**config.mk**
```make
export PLATFORM = sky130hd
export DESIGN_NAME = mdu_unit
export DESIGN_NICKNAME = d
export VERILOG_FILES = /design/src/rtl/mdu_unit.sv
export SDC_FILE = /design/constraint.sdc
export NUM_CORES = 1
export LEC_CHECK = 0
export ABC_AREA = 0
export CORE_UTILIZATION = 51
export CTS_BUF_LIST = sky130_fd_sc_hd__clkbuf_8
export DETAILED_ROUTE_END_ITERATION = 6
export GPL_TIMING_DRIVEN = 1
export PLACE_DENSITY_LB_ADDON = 0.12
export SLEW_MARGIN = 20
export SYNTH_ARGS = -nofsm -noshare
export SYNTH_HDL_FRONTEND = slang
export SYNTH_SLANG_ARGS = --single-unit
```
**constraint.sdc**
```tcl
create_clock -name i_clk -period 15.5 [get_ports i_clk]
set_input_delay 3.1 -clock i_clk [delete_from_list [all_inputs] [get_ports i_clk]]
set_output_delay 3.1 -clock i_clk [all_outputs]
set_load 0.005 [all_outputs]
```
**src/rtl/mdu_unit.sv**
```systemverilog
// Iterative multiply/divide unit: shift-add multiply and restoring divide on
// operand magnitudes, one bit per cycle, with sign correction on entry to DONE.
module mdu_unit #(
    parameter int DATA_WIDTH = 32
) (
    input  logic                  i_clk,
    input  logic                  i_rst,
    input  logic                  i_valid,
    output logic                  o_ready,
    input  logic [2:0]            i_funct,
    input  logic [DATA_WIDTH-1:0] i_a,
    input  logic [DATA_WIDTH-1:0] i_b,
    input  logic                  i_flush,
    output logic                  o_valid,
    input  logic                  i_ready,
    output logic [DATA_WIDTH-1:0] o_c
);
    localparam int W     = DATA_WIDTH;
    localparam int CNT_W = $clog2(DATA_WIDTH);

    typedef enum logic [1:0] {IDLE, BUSY, DONE} state_t;

    state_t           state_reg;
    logic [CNT_W-1:0] cnt_reg;
    logic [2:0]       funct_reg;
    logic [2*W-1:0]   acc_reg;
    logic [W-1:0]     mcand_reg;
    logic             neg_reg;
    logic             rem_neg_reg;
    logic [W-1:0]     c_reg;
    logic             ready_reg;
    logic             valid_reg;

    // Operand decode at acceptance
    logic         a_signed, b_signed, a_neg, b_neg;
    logic [W-1:0] abs_a, abs_b;

    always_comb begin
        a_signed = !(i_funct == 3'b011 || i_funct == 3'b101 || i_funct == 3'b111);
        b_signed = a_signed && (i_funct != 3'b010);
        a_neg    = a_signed && i_a[W-1];
        b_neg    = b_signed && i_b[W-1];
        abs_a    = a_neg ? -i_a : i_a;
        abs_b    = b_neg ? -i_b : i_b;
    end

    // One iteration of each algorithm; acc_reg holds {high, low} halves
    logic [W:0]     mul_sum;
    logic [2*W-1:0] mul_next;
    logic           div_ok;
    logic [W-1:0]   div_diff;
    logic [2*W-1:0] div_next;
    logic [2*W-1:0] step;

    always_comb begin
        mul_sum  = {1'b0, acc_reg[2*W-1:W]} + (acc_reg[0] ? {1'b0, mcand_reg} : '0);
        mul_next = {mul_sum, acc_reg[W-1:1]};
        div_ok   = acc_reg[2*W-1:W-1] >= {1'b0, mcand_reg};
        div_diff = acc_reg[2*W-2:W-1] - mcand_reg;
        div_next = {(div_ok ? div_diff : acc_reg[2*W-2:W-1]), acc_reg[W-2:0], div_ok};
        step     = funct_reg[2] ? div_next : mul_next;
    end

    // Final sign correction applied to the last iteration's output
    logic [2*W-1:0] prod_fix;
    logic [W-1:0]   quo_fix, rem_fix, result;

    always_comb begin
        prod_fix = neg_reg ? -step : step;
        quo_fix  = neg_reg ? -step[W-1:0] : step[W-1:0];
        rem_fix  = rem_neg_reg ? -step[2*W-1:W] : step[2*W-1:W];
        case (funct_reg)
            3'b000:                 result = prod_fix[W-1:0];
            3'b001, 3'b010, 3'b011: result = prod_fix[2*W-1:W];
            3'b100, 3'b101:         result = quo_fix;
            default:                result = rem_fix;
        endcase
    end

    always_ff @(posedge i_clk or posedge i_rst) begin
        if (i_rst) begin
            state_reg   <= IDLE;
            cnt_reg     <= '0;
            funct_reg   <= '0;
            acc_reg     <= '0;
            mcand_reg   <= '0;
            neg_reg     <= 1'b0;
            rem_neg_reg <= 1'b0;
            c_reg       <= '0;
            ready_reg   <= 1'b1;
            valid_reg   <= 1'b0;
        end else if (i_flush) begin
            state_reg <= IDLE;
            cnt_reg   <= '0;
            ready_reg <= 1'b1;
            valid_reg <= 1'b0;
        end else begin
            case (state_reg)
                IDLE: begin
                    if (i_valid) begin
                        state_reg <= BUSY;
                        ready_reg <= 1'b0;
                        cnt_reg   <= '0;
                        funct_reg <= i_funct;
                        if (i_funct[2]) begin
                            acc_reg     <= {{W{1'b0}}, abs_a};
                            mcand_reg   <= abs_b;
                            // A zero divisor must yield all-ones regardless of dividend sign
                            neg_reg     <= (a_neg ^ b_neg) && (i_b != '0);
                            rem_neg_reg <= a_neg;
                        end else begin
                            acc_reg     <= {{W{1'b0}}, abs_b};
                            mcand_reg   <= abs_a;
                            neg_reg     <= a_neg ^ b_neg;
                            rem_neg_reg <= 1'b0;
                        end
                    end
                end
                BUSY: begin
                    acc_reg <= step;
                    cnt_reg <= cnt_reg + CNT_W'(1);
                    if (cnt_reg == CNT_W'(W - 1)) begin
                        state_reg <= DONE;
                        valid_reg <= 1'b1;
                        c_reg     <= result;
                    end
                end
                DONE: begin
                    if (i_ready) begin
                        state_reg <= IDLE;
                        valid_reg <= 1'b0;
                        ready_reg <= 1'b1;
                    end
                end
                default: begin
                    state_reg <= IDLE;
                    ready_reg <= 1'b1;
                    valid_reg <= 1'b0;
                end
            endcase
        end
    end

    assign o_ready = ready_reg;
    assign o_valid = valid_reg;
    assign o_c     = c_reg;

endmodule

```
; Word-level counts from Yosys, hierarchy flattened
; Cells that the tools add are included.
[classes]
n_addsub = 8
multipliers = 0
div_mod_pow = 0
order_cmp = 1
n_eq_ne = 18
shifts = 0
n_mux = 31
bitwise = 2
n_reduce_logical = 21
[ops]
columns = operator, n
row1 = $mux W32, 8
row2 = $mux W64, 3
row3 = $neg A32 Y32, 4
row4 = $pmux W64 S2, 1
row5 = $pmux W32 S3, 1
row6 = $neg A64 Y64, 1
row7 = $add A32 B32 Y33, 1
row8 = $ge A33 B32 Y1, 1
row9 = $reduce_bool A32 Y1, 1
row10 = $sub A32 B32 Y32, 1
row11 = $reduce_and A3 Y1, 6
row12 = $eq A3 B3 Y1 const B, 4
row13 = $mux W5, 2
row14 = $pmux W5 S2, 1
row15 = $eq A3 B2 Y1 const B, 3
row16 = $ne A3 B3 Y1 const B, 3
row17 = $mux W1, 8
row18 = $mux W2, 4
row19 = $ne A2 B2 Y1 const B, 3
row20 = $pmux W1 S3, 2
row21 = $pmux W2 S3, 1
row22 = $add A5 B1 Y5 const B, 1
row23 = $eq A5 B5 Y1 const B, 1
row24 = $logic_and A1 B1 Y1, 4
row25 = 15 further kinds, 16
[word_totals]
ff_bits = 142
latch_bits = 0
ramBits = 0
romBits = 0
in_bits = 72
elab_cells = 91
memories = 0

; Longest topological paths before layout
[depth]
ltp_word = 10
mapped_depth = 25
mapped_depth_nobuf = 19

; Least setup slack after synthesis
; No wires, ideal clock.
[synth_timing]
kind = input -> register
from = input port i_a[9]
to = register acc_reg[24]
t_arrival_ns = 5.955
required_ns = 15.417
slack_ns = 9.463
path_stages = 10
path_buffers = 0
cell_sequence = or4_1 or3_1 or3_1 or4_1 nor4_1 a21oi_1 xnor2_1 a211oi_1 a21oi_1 o21ai_0
[synth_between]
elab_chain_cells = 5
[synth_lines]
columns = element, line
row1 = "start, declared", 11  ; input logic [DATA_WIDTH-1:0] i_a,
row2 = $neg A32 Y32, 43  ; abs_a = a_neg ? -i_a : i_a;
row3 = $mux W32, 43
row4 = $mux W32, 105  ; if (i_funct[2]) begin
row5 = $mux W64, 100  ; if (i_valid) begin
row6 = $pmux W64 S2, 98  ; case (state_reg)
row7 = "end signal, assigned", 106  ; acc_reg <= {{W{1'b0}}, abs_a};
row8 = "end signal, assigned", 112  ; acc_reg <= {{W{1'b0}}, abs_b};
row9 = "end signal, assigned", 120  ; acc_reg <= step;
row10 = "end, declared", 26  ; logic [2*W-1:0] acc_reg;
; No other way between the ends. The select of a mux whose other input is x is not followed.
; A chain may end at the register's enable or synchronous reset.

; Worst setup path in the final report
[layout_timing]
from = input port i_a[7]
to = register mcand_reg[30]
[layout_between]
elab_chain_cells = 3
[layout_lines]
columns = element, line
row1 = $neg A32 Y32, 43
row2 = $mux W32, 43
row3 = $mux W32, 105
row4 = "end signal, assigned", 107  ; mcand_reg <= abs_b;
row5 = "end signal, assigned", 113  ; mcand_reg <= abs_a;
row6 = "end, declared", 27  ; logic [W-1:0] mcand_reg;
; No other way between the ends.

==> impl_table.tex <==
\begin{tabular}{lr}
\hline
Metric & Value \\
\hline
\multicolumn{2}{l}{\textbf{Hold path}} \\
\quad Depth of the worst hold-timing path & 2 \\
\quad Classification of the worst-slack hold path & reg2reg \\
\quad Hold Path End & o\_c[17]\$\_DFFE\_PP0P\_ \\
\quad Worst Hold Launch & o\_c[17]\$\_DFFE\_PP0P\_ \\
\multicolumn{2}{l}{\textbf{Clock network}} \\
\quad TritonCTS clock tree & done \\
\quad Max clock buf depth & 2 \\
\quad Clock Latency Late Sink & 510 ps \\
\quad Clock sink total & 142 \\
\quad Hold Buf Count CTS & 0 \\
\quad Root Buffer & sky130\_fd\_sc\_hd\_\_clkbuf\_8 \\
\quad Clk pin slew, worst setup/hold paths & 100 ps \\
\quad CTS buffer count & 17 \\
\quad Post-CTS sizing & 0 \\
\quad Post-CTS Repair Setup Buffers & 0 \\
\quad \# H-tree levels & 4 \\
\multicolumn{2}{l}{\textbf{STA}} \\
\quad Worst Tran Pin Value & around 1200 ps \\
\quad Hold Fails Final Rpt & 0 \\
\quad Slew HR & 21.47\% \\
\quad Worst hold slack & $\sim$490 ps \\
\quad Number of setup violations in the final report & 0 \\
\quad Share of the cycle needed by the critical path after routing & between 40 and 50\% \\
\quad Maximum operating frequency & 0.1600 GHz \\
\quad Setup repair after global routing missed its margin & false \\
\quad Max Clock Skew & 28.07 ps \\
\quad Slew Viols, Final & 0 \\
\quad Final total negative setup slack & 0 ps \\
\quad Final critical delay including setup and external delays & 6250 ps \\
\multicolumn{2}{l}{\textbf{Logic synthesis}} \\
\quad Number of synthesized flops with an enable pin & 0 \\
\quad Share of the synthesized area in compound gates (AO/OA/AOI/OAI) & around 30\% \\
\quad Flip-flop cell with the highest count after synthesis & sky130\_fd\_sc\_hd\_\_dfrtp\_1 \\
\quad Post-Synthesis Cells & 2181 \\
\quad Part of the Yosys area used for sequential elements & 22.45\% \\
\quad Netlist cell types & 94 \\
\quad Post-synthesis mux area share & 3.650\% \\
\quad Flip-flop and latch count after synthesis & 142 \\
\quad Post-synthesis share of cell area spent on full adders, half adders and majority gates & 5.784\% \\
\quad Synth Warn \# & 0 \\
\quad Mean cell area of the mapped netlist & 7.261 sq um \\
\quad Share of async-settable or async-resettable flops after synthesis & between 90\% and 100\% \\
\quad Net count of the mapped netlist & 2325 \\
\quad Xor-xnor portion of the synthesized cell area & 8.462\% \\
\quad Dominant combinational cell family by area after synthesis & compound AO/OA/AOI/OAI gates \\
\quad Synthesized cell area & 0.01584 sq mm \\
\quad Simple-Gate Fraction of Synth Area & 24.03\% \\
\multicolumn{2}{l}{\textbf{Routing}} \\
\quad Detailed-routing iteration count for the pre-antenna-repair pass & 7 \\
\quad Antenna Violating Nets Remaining & 0 \\
\quad Average routed wire per standard cell & 24.05 um \\
\quad Residual DRC count & 2 \\
\quad Total length of routed wires & about 63 mm \\
\quad DRC marker count from the first detailed-route iteration & 2007 \\
\quad Vias & 17320 \\
\quad Via-to-Cell Ratio & 6.652 \\
\multicolumn{2}{l}{\textbf{Global route}} \\
\quad Number of antenna violations at the first check in global routing & 3 \\
\quad Pin count of the biggest net entering global routing & $\sim$100 \\
\quad Global-route wire length before repair & around 95 mm \\
\quad Total GRT Usage & 39.85\% \\
\quad Sum of overflow across all layers after global routing & 0 \\
\quad Vias in the first global route & 15980 \\
\multicolumn{2}{l}{\textbf{Critical path}} \\
\quad Category of the worst setup path capture point & flop \\
\quad Critical path fanouts, max & 6 \\
\quad Setup slack on the worst flop-to-flop path & 9270 ps \\
\quad Data arrival time of the worst path & roughly 6600 ps \\
\quad CP Launch Type & input port \\
\quad Worst-path cell with the longest stage delay & sky130\_fd\_sc\_hd\_\_or4\_1 \\
\quad End of the worst register-to-register path & o\_c[24]\$\_DFFE\_PP0P\_ \\
\quad Number of cells traversed by the worst register-to-register path & 19 \\
\quad Req. time, crit path & 15870 ps \\
\quad Largest stage delay, worst path & 590 ps \\
\quad Reg2Reg Launch Point & mcand\_reg[26]\$\_DFFE\_PP0P\_ \\
\quad Worst path cell trace & clkdlybuf4s50\_1 > or4\_1 > or3\_1 > or3\_1 > or4\_1 > nor4\_1 > buf\_4 > a31oi\_1 > xnor2\_1 > nor2\_1 > a21oi\_1 > o21ai\_0 \\
\quad CP Class & in2reg \\
\multicolumn{2}{l}{\textbf{Final layout}} \\
\quad Total Nets Final & 2339 \\
\quad Commonest cells after routing, fill and taps aside & 275 x sky130\_fd\_sc\_hd\_\_nand2\_1, 223 x sky130\_fd\_sc\_hd\_\_o21ai\_0, 204 x sky130\_fd\_sc\_hd\_\_nor2\_1, 187 x sky130\_fd\_sc\_hd\_\_a21oi\_1, 139 x sky130\_fd\_sc\_hd\_\_dfrtp\_1 \\
\quad Fraction of layout instances using a drive strength above 1 & approximately 5.6\% \\
\quad Area added between synthesis and finish & 10.58\% \\
\quad Design Area, Final & 0.01751 sq mm \\
\quad Commonest non-fill, non-tap cell in the layout & sky130\_fd\_sc\_hd\_\_nand2\_1 \\
\quad Flip-flop count of the largest register, all copies and words added & 64 \\
\quad Diodes inserted & 0 \\
\multicolumn{2}{l}{\textbf{Place}} \\
\quad Post-DP HPWL & 48.55 mm \\
\quad GPL Wtd Cong & 0.9918 \\
\quad Number of input and output port buffers inserted & approximately 110 \\
\quad Placed instance area & 0.01707 sq mm \\
\multicolumn{2}{l}{\textbf{Floorplanning}} \\
\quad Count of boundary I/O pins & 106 \\
\quad Die width & 178.2 um \\
\quad Core Footprint & 0.03059 sq mm \\
\quad Initial Utilization & around 52\% \\
\quad Core Rows & 64 \\
\quad Die height & 178.2 um \\
\quad Die Area & approximately 0.032 sq mm \\
\multicolumn{2}{l}{\textbf{Power}} \\
\quad Leakage component of the power & approximately 7.1 nW \\
\quad Total power & 2.479 mW \\
\quad Pwr Density & between 100 and 150 mW/mm\^{}2 \\
\quad Worst vdd ir & between 100 and 150 uV \\
\multicolumn{2}{l}{\textbf{Job}} \\
\quad Max-capacitance violation count & 0 \\
\multicolumn{2}{l}{\textbf{Status}} \\
\quad Status & complete, but fails checks \\
\quad Violated checks & DRC \\
\hline
\end{tabular}
==> logic make-up after synthesis <==
family / count (synthesis)
mux: 56
buf+inv: 214
xor+xnor: 153
simple gates: 795
fa+ha+maj: 72
flops: 142
compound gates: 749
==> worst max-delay path by stage <==
stage	from	to	depth (start not counted)
2_1_floorplan	i_rst	acc_reg[0]$_DFFE_PP0P_	1
6_report	i_a[7]	mcand_reg[30]$_DFFE_PP0P_	12
4_1_cts	acc_reg[0]$_DFFE_PP0P_	o_c[29]$_DFFE_PP0P_	15
3_3_place_gp	i_a[7]	mcand_reg[30]$_DFFE_PP0P_	12
5_1_grt	mcand_reg[26]$_DFFE_PP0P_	o_c[24]$_DFFE_PP0P_	19
3_5_place_dp	i_a[7]	mcand_reg[30]$_DFFE_PP0P_	12
==> synthesized netlist by cell type, types with 12 or more instances <==
| cell type | number | area share, % |
|---|---|---|
| sky130_fd_sc_hd__nand2_1 | 275 | 6.5 |
| sky130_fd_sc_hd__o21ai_0 | 224 | 7.1 |
| sky130_fd_sc_hd__nor2_1 | 205 | 4.9 |
| sky130_fd_sc_hd__a21oi_1 | 187 | 5.9 |
| sky130_fd_sc_hd__dfrtp_1 | 141 | 22 |
| sky130_fd_sc_hd__clkbuf_1 | 95 | 2.3 |
| sky130_fd_sc_hd__xnor2_1 | 90 | 5.0 |
| sky130_fd_sc_hd__ha_1 | 70 | 5.5 |
| sky130_fd_sc_hd__inv_1 | 70 | 1.7 |
| sky130_fd_sc_hd__xor2_1 | 63 | 3.5 |
| sky130_fd_sc_hd__nor3_1 | 47 | 1.5 |
| sky130_fd_sc_hd__and2_1 | 43 | 1.7 |
| sky130_fd_sc_hd__mux2i_1 | 42 | 2.7 |
| sky130_fd_sc_hd__a31oi_1 | 33 | 1.3 |
| sky130_fd_sc_hd__nand4_1 | 31 | 1.2 |
| sky130_fd_sc_hd__buf_2 | 29 | 0.92 |
| sky130_fd_sc_hd__nand3_1 | 29 | 0.92 |
| sky130_fd_sc_hd__nor4_1 | 29 | 1.1 |
| sky130_fd_sc_hd__o31ai_1 | 27 | 1.3 |
| sky130_fd_sc_hd__o211ai_1 | 25 | 1.2 |
| sky130_fd_sc_hd__a211oi_1 | 24 | 1.1 |
| sky130_fd_sc_hd__nand2b_1 | 24 | 0.95 |
| sky130_fd_sc_hd__or3_1 | 23 | 0.91 |
| sky130_fd_sc_hd__a21o_1 | 20 | 0.95 |
| sky130_fd_sc_hd__o21a_1 | 20 | 0.95 |
| sky130_fd_sc_hd__a22o_1 | 19 | 1.1 |
| sky130_fd_sc_hd__buf_1 | 15 | 0.36 |
| sky130_fd_sc_hd__mux2_2 | 14 | 1.0 |
| sky130_fd_sc_hd__a22oi_1 | 13 | 0.62 |
| sky130_fd_sc_hd__o41ai_1 | 13 | 0.72 |
| sky130_fd_sc_hd__and3_1 | 12 | 0.47 |
| sky130_fd_sc_hd__o21ai_1 | 12 | 0.38 |
| sky130_fd_sc_hd__o22ai_1 | 12 | 0.47 |
==> through the flow <==
step / instances / utilization (%) / setup slack [ps]
3_3_place_gp: 2572 / 55.81 / 8882
3_5_place_dp: 2572 / 55.81 / 8807
4_1_cts: 2604 / 57.24 / 9339
2_1_floorplan: 2181 / - / 8592
5_1_grt: 2604 / 57.24 / 8972
6_report: 2604 / 57.24 / 9250
==> power by group <==
group / total, mW / leakage [nW] / internal (mW) / switching, mW
logic: 1.60 / 5.06 / 0.552 / 1.04
clock network: 0.348 / 0.216 / 0.165 / 0.183
registers: 0.535 / 1.85 / 0.428 / 0.107
==> critical path: cells and delay by family <==
kind | cells | cell delay [ps]
compound gates | 3 | 550
buf+inv | 2 | 700
simple gates | 6 | 2000
xor+xnor | 1 | 250
==> layout make-up <==
class / instances / area [sq um]
Tap cell: 396 / 495.5
Sequential cell: 142 / 3560
Timing Repair Buffer: 136 / 1279
Clock buffer: 17 / 234.0
Inverter: 73 / 279.0
Multi-Input combinational cell: 1825 / 11460
Clock inverter: 15 / 203.9
Fill cell: 2959 / 13080
==> per-layer routing <==
layer	vias up	track usage (%)	share of wire, %
met5	-	0	0.040
met4	4	16.24	3.9
met3	139	7.033	8.5
met2	848	64.53	46
met1	8300	52.30	41
li1	8032	-	-
No activity file was read; power rests on OpenSTA's default activity.
